==> src/rtl/accel_mem_requester.sv <==
// Accelerator-side initiator for the data memory arbiter: buffered word writes, one block read.
// Optional ACCEL_STARVE_CNT_EN adds a saturating count of ungranted issue cycles (starve_cnt).
module accel_mem_requester #(
   parameter int WFIFO_DEPTH  = 4,
   parameter int READ_LATENCY = 1
) (
   input  logic         clk,
   input  logic         rst_n,
   input  logic         rd_req,
   input  logic [15:0]  rd_addr,
   output logic         rd_busy,
   output logic         rd_valid,
   output logic [511:0] rd_data,
   input  logic         wr_req,
   input  logic [15:0]  wr_addr,
   input  logic [31:0]  wr_data,
   output logic         wr_full,
   output logic         wr_empty,
   output logic [15:0]  mem_addr,
   output logic [31:0]  mem_wrt_data,
   output logic         mem_wrt_en,
   input  logic         mem_grant,
   input  logic [511:0] mem_rd_data
`ifdef ACCEL_STARVE_CNT_EN
   ,
   output logic [15:0]  starve_cnt
`endif
);

   localparam int PW = $clog2(WFIFO_DEPTH);
   localparam int CW = PW + 1;
   localparam int LW = (READ_LATENCY > 1) ? $clog2(READ_LATENCY) : 1;

   typedef enum logic [1:0] {IDLE, WR_ISSUE, RD_ISSUE, RD_WAIT} state_t;

   state_t          state;
   logic [15:0]     fifo_addr [WFIFO_DEPTH];
   logic [31:0]     fifo_data [WFIFO_DEPTH];
   logic [PW-1:0]   wptr;
   logic [PW-1:0]   rptr;
   logic [PW-1:0]   rptr_nxt;
   logic [CW-1:0]   count;
   logic [15:0]     rd_addr_q;
   logic [LW-1:0]   lat_cnt;
   logic            push;
   logic            pop;

   assign wr_full  = (count == CW'(WFIFO_DEPTH));
   assign wr_empty = (count == '0);
   assign push     = wr_req && !wr_full;
   assign pop      = (state == WR_ISSUE) && mem_grant;
   assign rptr_nxt = rptr + 1'b1;

   always_ff @(posedge clk) begin
      if (push) begin
         fifo_addr[wptr] <= wr_addr;
         fifo_data[wptr] <= wr_data;
      end
   end

   always_ff @(posedge clk or negedge rst_n) begin
      if (!rst_n) begin
         wptr  <= '0;
         rptr  <= '0;
         count <= '0;
      end else begin
         if (push) wptr <= wptr + 1'b1;
         if (pop)  rptr <= rptr_nxt;
         case ({push, pop})
            2'b10:   count <= count + 1'b1;
            2'b01:   count <= count - 1'b1;
            default: count <= count;
         endcase
      end
   end

   // Outputs are registered: each transition preloads what the next state presents.
   always_ff @(posedge clk or negedge rst_n) begin
      if (!rst_n) begin
         state        <= IDLE;
         mem_addr     <= '0;
         mem_wrt_data <= '0;
         mem_wrt_en   <= 1'b0;
         rd_busy      <= 1'b0;
         rd_valid     <= 1'b0;
         rd_data      <= '0;
         rd_addr_q    <= '0;
         lat_cnt      <= '0;
      end else begin
         rd_valid <= 1'b0;
         if (rd_req && !rd_busy) begin
            rd_busy   <= 1'b1;
            rd_addr_q <= {rd_addr[15:4], 4'h0};
         end
         case (state)
            IDLE: begin
               if (count != '0) begin
                  state        <= WR_ISSUE;
                  mem_addr     <= fifo_addr[rptr];
                  mem_wrt_data <= fifo_data[rptr];
                  mem_wrt_en   <= 1'b1;
               end else if (rd_busy) begin
                  state    <= RD_ISSUE;
                  mem_addr <= rd_addr_q;
               end
            end
            WR_ISSUE: begin
               if (mem_grant) begin
                  if (count > CW'(1)) begin
                     mem_addr     <= fifo_addr[rptr_nxt];
                     mem_wrt_data <= fifo_data[rptr_nxt];
                  end else begin
                     mem_wrt_en <= 1'b0;
                     state      <= IDLE;
                  end
               end
            end
            RD_ISSUE: begin
               if (mem_grant) begin
                  state   <= RD_WAIT;
                  lat_cnt <= LW'(READ_LATENCY - 1);
               end
            end
            RD_WAIT: begin
               if (lat_cnt == '0) begin
                  rd_data  <= mem_rd_data;
                  rd_valid <= 1'b1;
                  rd_busy  <= 1'b0;
                  state    <= IDLE;
               end else begin
                  lat_cnt <= lat_cnt - 1'b1;
               end
            end
            default: state <= IDLE;
         endcase
      end
   end

`ifdef ACCEL_STARVE_CNT_EN
   always_ff @(posedge clk or negedge rst_n) begin
      if (!rst_n) begin
         starve_cnt <= '0;
      end else if ((state == WR_ISSUE || state == RD_ISSUE) && !mem_grant
                   && starve_cnt != 16'hFFFF) begin
         starve_cnt <= starve_cnt + 1'b1;
      end
   end
`endif

endmodule

==> config.mk <==
export PLATFORM = sky130hd
export DESIGN_NAME = accel_mem_requester
export DESIGN_NICKNAME = d
export VERILOG_FILES = /design/src/rtl/accel_mem_requester.sv
export SDC_FILE = /design/constraint.sdc
export NUM_CORES = 1
export LEC_CHECK = 0
export CORE_AREA = 2 2 448 450
export DETAILED_ROUTE_END_ITERATION = 6
export DIE_AREA = 0 0 450 452
export PLACE_DENSITY = 0.37
export SKIP_LAST_GASP = 1
export SYNTH_ARGS = -nofsm -noshare
export SYNTH_HDL_FRONTEND = slang
export SYNTH_SLANG_ARGS = --single-unit
==> constraint.sdc <==
create_clock -name clk -period 8.91 [get_ports clk]
set_clock_uncertainty 0.1 [all_clocks]
set_input_delay 2.673 -clock clk [delete_from_list [all_inputs] [get_ports clk]]
set_output_delay 2.673 -clock clk [all_outputs]
set_load 0.05 [all_outputs]
# Word-level counts from Yosys, hierarchy flattened
# Memory sizes are Yosys's and may differ from the RTL's.
# Index checks and enable logic that the tools add are counted.
[op_classes] n_div=0 n_lt_le_gt_ge=1 eq_ne=13 n_reduce_logical=17 n_shift=0 mul=0 bitwise_logic=1 muxes=31 add_sub_neg=5
[ops] operator="$mux W32" count=3
[ops] operator="$mux W16" count=4
[ops] operator="$pmux W32 S2" count=1
[ops] operator="$pmux W16 S2" count=1
[ops] operator="$mux W1" count=12
[ops] operator="$mux W2" count=6
[ops] operator="$reduce_and A4 Y1" count=3
[ops] operator="$ne A2 B2 Y1 const B" count=5
[ops] operator="$pmux W2 S4" count=1
[ops] operator="$eq A2 B2 Y1 const B" count=3
[ops] operator="$pmux W3 S2" count=1
[ops] operator="$reduce_bool A2 Y1" count=3
[ops] operator="$reduce_and A5 Y1" count=1
[ops] operator="$add A2 B1 Y2 const B" count=2
[ops] operator="$eq A2 B1 Y1 const B" count=2
[ops] operator="$pmux W1 S2" count=2
[ops] operator="$reduce_and A2 Y1" count=2
[ops] operator="$add A3 B1 Y3 const B" count=1
[ops] operator="$eq A3 B3 Y1 const B" count=1
[ops] operator="$gt A3 B1 Y1 const B" count=1
[ops] operator="$logic_and A1 B1 Y1" count=3
[ops] operator="$logic_not A3 Y1" count=1
[ops] operator="$ne A3 B3 Y1 const B" count=1
[ops] operator="$reduce_bool A3 Y1" count=1
[ops] operator="6 further kinds" count=7
[word_totals] latch_bits=0 out_inout_bits=565 ram_bits=192 word_cells=82 rom_bits=0 regBits=585 input_bits=581 n_memories=2
[mem_list] memory="fifo_data" depth=4 word_bits=32 read_ports=2 rd_clocked_by_memory_dff=0 wr=1 line="38" source="logic [31:0] fifo_data [WFIFO_DEPTH];"
[mem_list] memory="fifo_addr" depth=4 word_bits=16 read_ports=2 rd_clocked_by_memory_dff=0 wr=1 line="37" source="logic [15:0] fifo_addr [WFIFO_DEPTH];"

# Logic depth before layout (Yosys ltp)
[depth] depth_word=5 depth_mapped=10 mapped_depth_nobuf=9

# Worst setup path before layout
# No wires, ideal clock.
[synth_timing] path_type="input-to-reg" from="in wr_req" to="mem fifo_addr[0][0] (enable)" setup_ns=0.410 arrival_time_ns=4.195 cell_stages=3 setup_slack_ns=4.205 path_buffers=1 required_ns=8.400 path_cell_list="nor2b_1 -> clkbuf_1 -> and2_1"
[synth_via] elab_chain_cells=3
[synth_lines] element="start, declared" line="14" source="input logic wr_req,"
[synth_lines] element="$logic_and A1 B1 Y1" line="50" source="assign push = wr_req && !wr_full;"
[synth_lines] element="$mux W1" line="55" source="if (push) begin"
[synth_lines] element="$mux W1 (not written as such)" line="56" source="fifo_addr[wptr] <= wr_addr;"
[synth_lines] element="end, declared" line="37"
# Every way passes these cells.

# Worst setup path after layout
[layout_timing] from="reg count[0]" to="out wr_empty"
[layout_via] elab_chain_cells=1
[layout_lines] element="start, declared" line="42" source="logic [CW-1:0] count;"
[layout_lines] element="start signal, assigned" line="70" source="2'b10: count <= count + 1'b1;"
[layout_lines] element="start signal, assigned" line="71" source="2'b01: count <= count - 1'b1;"
[layout_lines] element="start signal, assigned" line="72" source="default: count <= count;"
[layout_lines] element="$logic_not A3 Y1" line="49" source="assign wr_empty = (count == '0);"
[layout_lines] element="end, declared" line="18" source="output logic wr_empty,"
# Every way passes these cells.

==> key figures <==
Pwr
  – P_leak: about 19 nW
  – Maximum VDD drop: 0.0002378 V
  – Pwr Density: about 440 nW/µm²
  – Total Power: 21.53 mW

Flow run
  – Maxcap violations: 0

Finish
  – Commonest non-fill, non-tap cell in the layout: clkdlybuf4s50_1
  – Final Core Density: 0.2459
  – Post-route design area: between 40000 and 50000 µm²
  – Area delta synth->final: 56.97%
  – Final net count: 3684
  – Layout cells sized above 1: 0.2439
  – Most frequent cells in the layout: clkdlybuf4s50_1 (1140), dfrtp_1 (582), mux2_2 (529)

Yosys
  – Warnings from Yosys: 0
  – Largest cells by area after synthesis: dfrtp_1 (47%), mux2_2 (19%), edfxtp_1 (19%)
  – Synthesized net count: 2543
  – Post-synthesis cell type count: 50
  – Cells after synthesis: about 2000
  – Cell Area, Synth: between 30000 and 40000 µm²
  – Register area share after synthesis: 0.6549
  – Cell taking the most area after synthesis: dfrtp_1
  – Synth Flop Type: dfrtp_1
  – Post-synth top area share: 0.4696
  – Number of flops mapped to enable cells by yosys: ~190
  – Syn avg cell area: approximately 16 µm²
  – Yosys reg bits: between 700 and 800
  – Ys async rst share: 0.7526

Setup path
  – Critical Path RT: ~6 ns
  – Flop-to-flop setup slack: approximately 5.3 ns
  – Data arrival, critical path: between 3 and 4 ns
  – CP Class: flop to output port
  – Reg2reg path depth: 5
  – Reg-to-reg endpoint: rd_data[343]$_DFFE_PN0P_
  – CP startpoint kind: flop
  – CP max FO: 17
  – RR Startpoint: state[0]$_DFFE_PN0P_
  – CP Capture Type: output port

Min path
  – Hold Path Class: flop to flop
  – Hold Crit Start: rd_data[266]$_DFFE_PN0P_
  – Hold Path Depth: 1
  – Hold Path End: rd_data[266]$_DFFE_PN0P_

Die
  – Core area: between 150000 and 200000 µm²
  – Starting density of the core: 0.1567
  – Die ar.: around 200000 µm²
  – Row Count: 164
  – Die H: approximately 450 µm
  – Die width: roughly 450 µm
  – # IOs: 1146

Route
  – DRT antenna net count: 0
  – Count of TritonRoute iterations in the first routing pass: 4
  – Final WL: about 150 mm
  – Number of vias in the routed layout: approximately 22000
  – WL per Instance: between 20 and 30 µm
  – DRC violations left: 0
  – Routed vias/inst: ~3.7
  – Initial DRC count: around 790

Clock tree
  – TritonCTS clock tree: yes
  – Clk buf depth: 3
  – CTS clk-pin slew, worst paths: around 0.060 ns
  – TritonCTS Buffers: 103
  – Root buffer cell: clkbuf_16
  – # Post-CTS Setup Buffers: 0
  – Worst-Skew Late Latency: ~0.74 ns
  – Htree depth: 3
  – Hold_buf cts: 0
  – TritonCTS Sinks: roughly 780
  – Post-CTS Resized: 0

Placed design
  – I/O Buffers: about 1100
  – DP HPWL: 119.7 mm
  – Post-DP Area: roughly 45000 µm²
  – Global placement routability congestion: approximately 0.8

Global routing
  – First-pass GRT wire length: 205.5 mm
  – Antenna violations before repair: 63
  – Number of global-route vias before repair: around 22000
  – GRT overflow: 0
  – GR Util All Layers: 0.1478
  – Largest net degree at the start of global routing: about 160

Timing
  – Final Hold Fails: 0
  – Tightest Pin Transition: approximately 1.1 ns
  – Fin crit share: 0.7119
  – Max Slew Vio Count: 0
  – Post-layout min period: ~6.3 ns
  – FMAX: about 160 MHz
  – RSZ-0062 raised after global routing: no
  – Slew Limit Headroom: 0.2733
  – Final TNS setup: 0 ns
  – Final setup fails: 0

Run status
  – Status: finished clean
[final cells by class]
class                           count  area (µm²)
Fill cell                       20970      149800
Sequential cell                   776       20390
Timing Repair Buffer             1172       11760
Multi-Input combinational cell   1013        9801
Tap cell                         2656        3323
Clock buffer                      161        3148
Clock inverter                     28       300.3
Inverter                           28       105.1
Antenna cell                       10       25.02
[flip-flops by register name, indices dropped and copies added (netlist names), 2 cells and up]
register	flops
count	3
fifo_data	128
mem_addr	16
mem_wrt_data	32
wptr	2
fifo_addr	64
rd_addr_q	12
state	2
rd_data	512
rptr	2
[kinds of logic after synthesis]
family,share of synthesized area
compound gates,0.04145
xor+xnor,0.001970
fa+ha+maj,0.003619
buf+inv,0.03072
flops,0.6549
mux,0.2309
simple gates,0.03643
[critical path, stage by stage, from the launching register on]
cell and delay [ns]:
dfrtp_1 0.43, inv_1 0.10, ha_1 0.16, nand2b_1 0.53, inv_2 0.68, clkdlybuf4s50_1 0.91
[cell usage after synthesis, types with 6 or more instances]
| master | instances |
|---|---|
| inv_1 | 27 |
| nand4b_1 | 19 |
| nand3_1 | 15 |
| a31oi_1 | 19 |
| nor2_1 | 49 |
| mux2i_1 | 32 |
| a2bb2oi_1 | 12 |
| o31ai_1 | 51 |
| o21a_1 | 12 |
| xnor2_1 | 6 |
| nand2_1 | 46 |
| dfrtp_1 | 584 |
| edfxtp_1 | 192 |
| mux2_4 | 11 |
| nor3_1 | 32 |
| buf_1 | 8 |
| and2_1 | 6 |
| mux4_1 | 6 |
| mux2_2 | 529 |
| a21oi_1 | 41 |
| a22oi_1 | 12 |
| buf_4 | 49 |
| buf_6 | 8 |
| nor3b_1 | 31 |
| buf_2 | 37 |
| ha_1 | 9 |
| o221ai_1 | 19 |
| clkbuf_1 | 30 |
| mux4_2 | 26 |
[report_power, final]
group          internal [mW]  total, mW  switching [mW]
clock                   2.56       4.25            1.70
combinational           3.94       11.3            7.39
sequential              5.13       5.95           0.818
total                   11.6       21.5            9.90
[metrics by stage]
step	cells	hold slack (ns)	worst slack, ns
after floorplan	1953	0.3811	4.205
after global placement	5645	0.3883	3.212
after detailed placement	5645	0.3939	3.209
after CTS	5834	0.4064	2.339
after global routing	5836	0.4114	2.326
final	5844	0.4028	2.567
[layer usage]
| metal | vias to the layer above | GRT usage | wire length, µm |
|---|---|---|---|
| li1 | 9543 | - | - |
| met1 | 10970 | 0.1541 | 55660 |
| met2 | 738 | 0.2812 | 84490 |
| met3 | 254 | 0.04609 | 10080 |
| met4 | 18 | 0.04289 | 4234 |
| met5 | - | 0 | 126 |
[worst max-delay path by stage]
stage                              start                         to  slack (ns)  depth (start not counted)
floorplan                         wr_req  fifo_addr[0][0]$_DFFE_PP_        4.20                          3
global placement    count[0]$_DFFE_PN0P_                   wr_empty        3.21                          5
detailed placement  count[0]$_DFFE_PN0P_                   wr_empty        3.21                          5
CTS                 count[0]$_DFFE_PN0P_                   wr_empty        2.34                          5
global route        count[0]$_DFFE_PN0P_                   wr_empty        2.33                          5
finish              count[0]$_DFFE_PN0P_                   wr_empty        2.57                          5
Power figures use the tool's default switching activity.
